==> src/rtl/mem_arbiter.sv <==
// Arbitrates one RAM port between instruction and data requesters; data has priority, bounded by a starve limit.
// Per-access timeout sets a sticky err and returns the request to arbitration.
module mem_arbiter #(
  parameter int WORD_W     = 32,
  parameter int STARVE_LIM = 4,
  parameter int TIMEOUT    = 64
) (
  input  logic              CLK,
  input  logic              RST,
  input  logic              iREN,
  input  logic [WORD_W-1:0] iaddr,
  output logic              iwait,
  output logic [WORD_W-1:0] iload,
  input  logic              dREN,
  input  logic              dWEN,
  input  logic [WORD_W-1:0] daddr,
  input  logic [WORD_W-1:0] dstore,
  output logic              dwait,
  output logic [WORD_W-1:0] dload,
  output logic              ramREN,
  output logic              ramWEN,
  output logic [WORD_W-1:0] ramaddr,
  output logic [WORD_W-1:0] ramstore,
  input  logic [WORD_W-1:0] ramload,
  input  logic              ram_ready,
  output logic              err
);

  localparam int SCNT_W = $clog2(STARVE_LIM) + 1;
  localparam int TCNT_W = $clog2(TIMEOUT) + 1;

  typedef enum logic [1:0] {IDLE, IACC, DACC} state_t;

  state_t            r_state;
  logic [SCNT_W-1:0] r_scnt;
  logic [TCNT_W-1:0] r_tcnt;
  logic              r_err;

  logic w_dreq, w_iacc, w_dacc, w_iown, w_down, w_idone, w_ddone, w_starve, w_tmo;

  // Reset forces the IDLE output equations even while the state register still holds an access state.
  assign w_dreq   = dREN | dWEN;
  assign w_iacc   = !RST && (r_state == IACC);
  assign w_dacc   = !RST && (r_state == DACC);
  assign w_iown   = w_iacc && iREN;
  assign w_down   = w_dacc && w_dreq;
  assign w_idone  = w_iown && ram_ready;
  assign w_ddone  = w_down && ram_ready;
  assign w_starve = (r_scnt == SCNT_W'(STARVE_LIM)) && iREN;
  assign w_tmo    = (r_tcnt == TCNT_W'(TIMEOUT - 1));

  assign ramREN   = w_iown || (w_down && !dWEN);
  assign ramWEN   = w_down && dWEN;
  assign ramaddr  = w_iown ? iaddr : (w_down ? daddr : '0);
  assign ramstore = w_down ? dstore : '0;
  assign iwait    = w_iacc ? !w_idone : iREN;
  assign dwait    = w_dacc ? !w_ddone : w_dreq;
  assign iload    = w_idone ? ramload : '0;
  assign dload    = w_ddone ? ramload : '0;
  assign err      = r_err;

  always_ff @(posedge CLK) begin
    if (RST) begin
      r_state <= IDLE;
      r_scnt  <= '0;
      r_tcnt  <= '0;
      r_err   <= 1'b0;
    end else begin
      case (r_state)
        IDLE: begin
          r_tcnt <= '0;
          if (w_starve) begin
            r_state <= IACC;
            r_scnt  <= '0;
          end else if (w_dreq) begin
            r_state <= DACC;
            r_scnt  <= iREN ? r_scnt + 1'b1 : '0;
          end else begin
            r_state <= iREN ? IACC : IDLE;
            r_scnt  <= '0;
          end
        end
        IACC: begin
          if (!iREN || ram_ready) begin
            r_state <= IDLE;
          end else if (w_tmo) begin
            r_state <= IDLE;
            r_err   <= 1'b1;
          end else begin
            r_tcnt  <= r_tcnt + 1'b1;
          end
        end
        DACC: begin
          if (!w_dreq || ram_ready) begin
            r_state <= IDLE;
          end else if (w_tmo) begin
            r_state <= IDLE;
            r_err   <= 1'b1;
          end else begin
            r_tcnt  <= r_tcnt + 1'b1;
          end
        end
        default: r_state <= IDLE;
      endcase
    end
  end

endmodule

==> config.mk <==
export PLATFORM = sky130hd
export DESIGN_NAME = mem_arbiter
export DESIGN_NICKNAME = d
export VERILOG_FILES = /design/src/rtl/mem_arbiter.sv
export SDC_FILE = /design/constraint.sdc
export NUM_CORES = 1
export LEC_CHECK = 0
export ABC_AREA = 0
export CAP_MARGIN = 20
export CELL_PAD_IN_SITES_DETAIL_PLACEMENT = 2
export CELL_PAD_IN_SITES_GLOBAL_PLACEMENT = 2
export CORE_AREA = 5 5 101 103
export DETAILED_ROUTE_END_ITERATION = 16
export DIE_AREA = 0 0 106 108
export DONT_BUFFER_PORTS = 1
export PLACE_DENSITY = 0.61
export SYNTH_ARGS = -nofsm -noshare
export SYNTH_HDL_FRONTEND = slang
export SYNTH_SLANG_ARGS = --single-unit
==> constraint.sdc <==
create_clock -name CLK -period 2.15 [get_ports CLK]
set_input_delay 0.1075 -clock CLK [delete_from_list [all_inputs] [get_ports CLK]]
set_output_delay 0.1075 -clock CLK [all_outputs]
set_load 0.05 [all_outputs]
==> flow_summary.ini <==
[status]
status = finished, final reports clean

[die]
pin_count = 267
start_util_pct = 20.8
fp-row-count = 35
fp.dieH_um = 108
fp.dieW_um = 106
die-area_um2 = 11400
coreArea_um2 = 9110

[final_layout]
final_cells = 483
fillers = 858
layout-drive-gt1-share_pct = 47.6
nets = 514
antenna_cells = 0
area_growth_pct = 153

[pwr]
pwr-share-clk_pct = 18.6
power.switching_mw = 0.518
seqPwrFrac_pct = 21.1
p_leak_nw = 2.16
p_int_mw = 0.703
switching_share_pct = 42.4
p_per_area_nw_per_um2 = 255
peakVddDrop_mv = 0.320
combPwrFrac_pct = 60.4

[clock_tree]
cts_tree = done
clk_pin_slew_ns = 0.06
cts_buffer_depth = 2
numCtsBuffers = 3
clk_latency_ns = 0.25
cts.sinks = 13
cts_max_level = 1
ctsRootBufferMaster = clkbuf_8

[min_path]
hold_path.class = in -> reg
worstHoldStart = iREN
holdPathEnd = r_state[0]$_SDFF_PP0_
hold_depth = 2

[setup_path]
critPathLaunchType = register
reg2reg_depth = 7
required_ns = 2.04
r2r-end = r_tcnt[3]$_SDFFE_PP0P_
crit_buf_inv = 4
cp-end-kind = primary output
cp_top_family = buffers and inverters
startpoint = r_state[1]$_SDFF_PP0_
critPathSlowestCell = dfxtp_2
r2r-start = r_state[0]$_SDFF_PP0_
crit_type = reg -> out
worst-path-max-fanout = 16
crit_top_cell = buf_12
crit_arrival_ns = 2.01
path_cells = inv_1, ha_4, and3_2, nor3_4, buf_12, buf_16, a22o_1, buf_12
rrSetupSlack_ns = 0.16
slowest_delay_ns = 0.38

[synth]
synth-xor-area-share_pct = 0
synth_nets = 397
syn-instance-count = 256
synth-edff-count = 0
synth_largest_area_cell = and3_1
synthMuxAreaShare_pct = 0
yosys-top-cells-area = and3_1, a22o_1, dfxtp_1
synth.cell_area_um2 = 1890
ys_seq_elements = 13
synth_compound_area_share_pct = 29.3
synth-simple-area-share_pct = 43.0
yosys_warnings = 0
yosys.area_share.adder_pct = 4.63
syn_area_per_cell_um2 = 7.39
seq_area_frac_synth_pct = 13.8
synth_top_family_by_area = simple AND/OR/NAND/NOR gates
synth_top_area_share_pct = 22.5
synthArstFlopShare_pct = 0
synthDistinctLibCells = 43
synthFlopType = dfxtp_1

[grt]
grt_pass1_vias = 2974
grt_first_pass_wirelength_um = 20400
grt_max_degree = 70
busiest_layer = met2
grt_usage_pct = 23.5
antenna_found_initial = 1
grt.met3_usage_pct = 7.34
gr-usage-met1_pct = 21.7
gr-total-overflow = 0
met2_usage_pct = 49.9

[placed_design]
dp.cells = 476
hpwl_um = 12000
place_congestion = 0.824
port_buffers = 0
place_ws_ns = 0.0795

[drt]
num_vias = 2653
drt-vias-per-instance = 5.49
dr.first_iter.drc_count = 149
ant_nets = 0
wl_per_cell_um = 30.6
drt-total-wl_um = 14800
drc = 0
dr.pass1.iters = 4

[flow_run]
max_cap_violations = 0

[timing]
final_max_slew_viol_count = 0
rsz0062_at_grt = true
fin_crit_sh_pct = 98.6
maxSlewHeadroom_pct = 60.5
tns_ns = 0
skew_ns = 0.00303
timing.final.ws_setup_ns = 0.0299
timing.fmax_ghz = 0.472
setup_viol = 0
worstMarginPinSlew_ns = 0.578
fin_crit_ns = 2.12
finalHoldViolations = 0
hold_ws_ns = 0.0924
final cells by class:
class / instances / area (µm²) / share of cell area, %
clock buffers: 4 / 45.0 / 0.942
multi-input cells: 208 / 1650 / 34.4
repair buffers: 140 / 2660 / 55.7
well taps: 111 / 139 / 2.91
flip-flops and latches: 13 / 262 / 5.47
inverters: 7 / 26.3 / 0.550
logic make-up after synthesis:
logic type,after synthesis
AOI/OAI and AO/OA,66
adders and majority gates,7
and+or+nand+nor,135
buffers and inverters,35
DFF,13
what timing repair did:
action,in CTS,in global routing
endpoints found under the hold margin,10,0
pin swaps,0,0
setup endpoints to repair,98,36
setup buffers,1,0
hold buffers,1,0
cloned,1,0
gates resized for setup,6,19
per-layer routing:
| layer | share of wire (%) | up-vias |
|---|---|---|
| met2 | 58 | 163 |
| met1 | 30 | 1289 |
| met5 | 0 | - |
| met3 | 8.7 | 22 |
| li1 | - | 1179 |
| met4 | 2.9 | 0 |
worst max path at each step:
stage | end | cells after the start
6_report | ramaddr[15] | 8
5_1_grt | ramaddr[14] | 8
4_1_cts | ramaddr[25] | 8
3_5_place_dp | ramaddr[25] | 7
3_3_place_gp | ramaddr[31] | 7
2_1_floorplan | dwait | 8
state kept, by name (all words and copies together), names as in the netlist:
| signal | count |
|---|---|
| r_state | 2 |
| r_tcnt | 7 |
| r_scnt | 3 |
| err | 1 |
power groups by stage:
| stage | logic (mW) | registers (mW) | clock network, mW |
|---|---|---|---|
| finish | 0.737 | 0.257 | 0.227 |
| global placement | 0.673 | 0.258 | 0 |
| CTS | 0.724 | 0.256 | 0.229 |
| floorplan | 0.391 | 0.257 | 0 |
| detailed placement | 0.697 | 0.260 | 0 |
| global route | 0.765 | 0.258 | 0.243 |
stage by stage:
stage | area [µm²] | util [%] | total power [mW]
floorplan | 1890 | - | 0.649
global placement | 4500 | 49.4 | 0.931
detailed placement | 4500 | 49.4 | 0.957
CTS | 4620 | 50.7 | 1.21
global route | 4780 | 52.5 | 1.27
finish | 4780 | 52.5 | 1.22
synthesized netlist by cell type (all sizes together), types with 2 or more instances:
| master | count |
|---|---|
| nand4 | 2 |
| inv | 7 |
| nor2 | 9 |
| nand4b | 2 |
| clkbuf | 19 |
| nand2 | 10 |
| a211oi | 4 |
| buf | 7 |
| a22o | 33 |
| o21ai | 5 |
| a2111oi | 2 |
| and3 | 68 |
| dfxtp | 13 |
| and2 | 32 |
| a311oi | 2 |
| a31oi | 2 |
| nand3 | 5 |
| a21oi | 11 |
| ha | 7 |
layout by cell type, fill, tap and decap left out, types with 2 or more instances in the layout:
cell and n:
nor2_4 2, inv_1 5, nor2_1 7, buf_4 11
nand2_1 9, a211oi_2 2, a211oi_1 2, nand3_1 5
a22o_4 17, nand4_1 2, buf_12 127, and2_1 32
o21ai_0 5, a31oi_1 2, nand4b_1 2, a22o_1 15
ha_4 2, and3_1 67, clkbuf_8 3, dfxtp_1 12
ha_1 5, a21oi_1 10, inv_2 2
No activity file was read; power rests on OpenSTA's default activity.
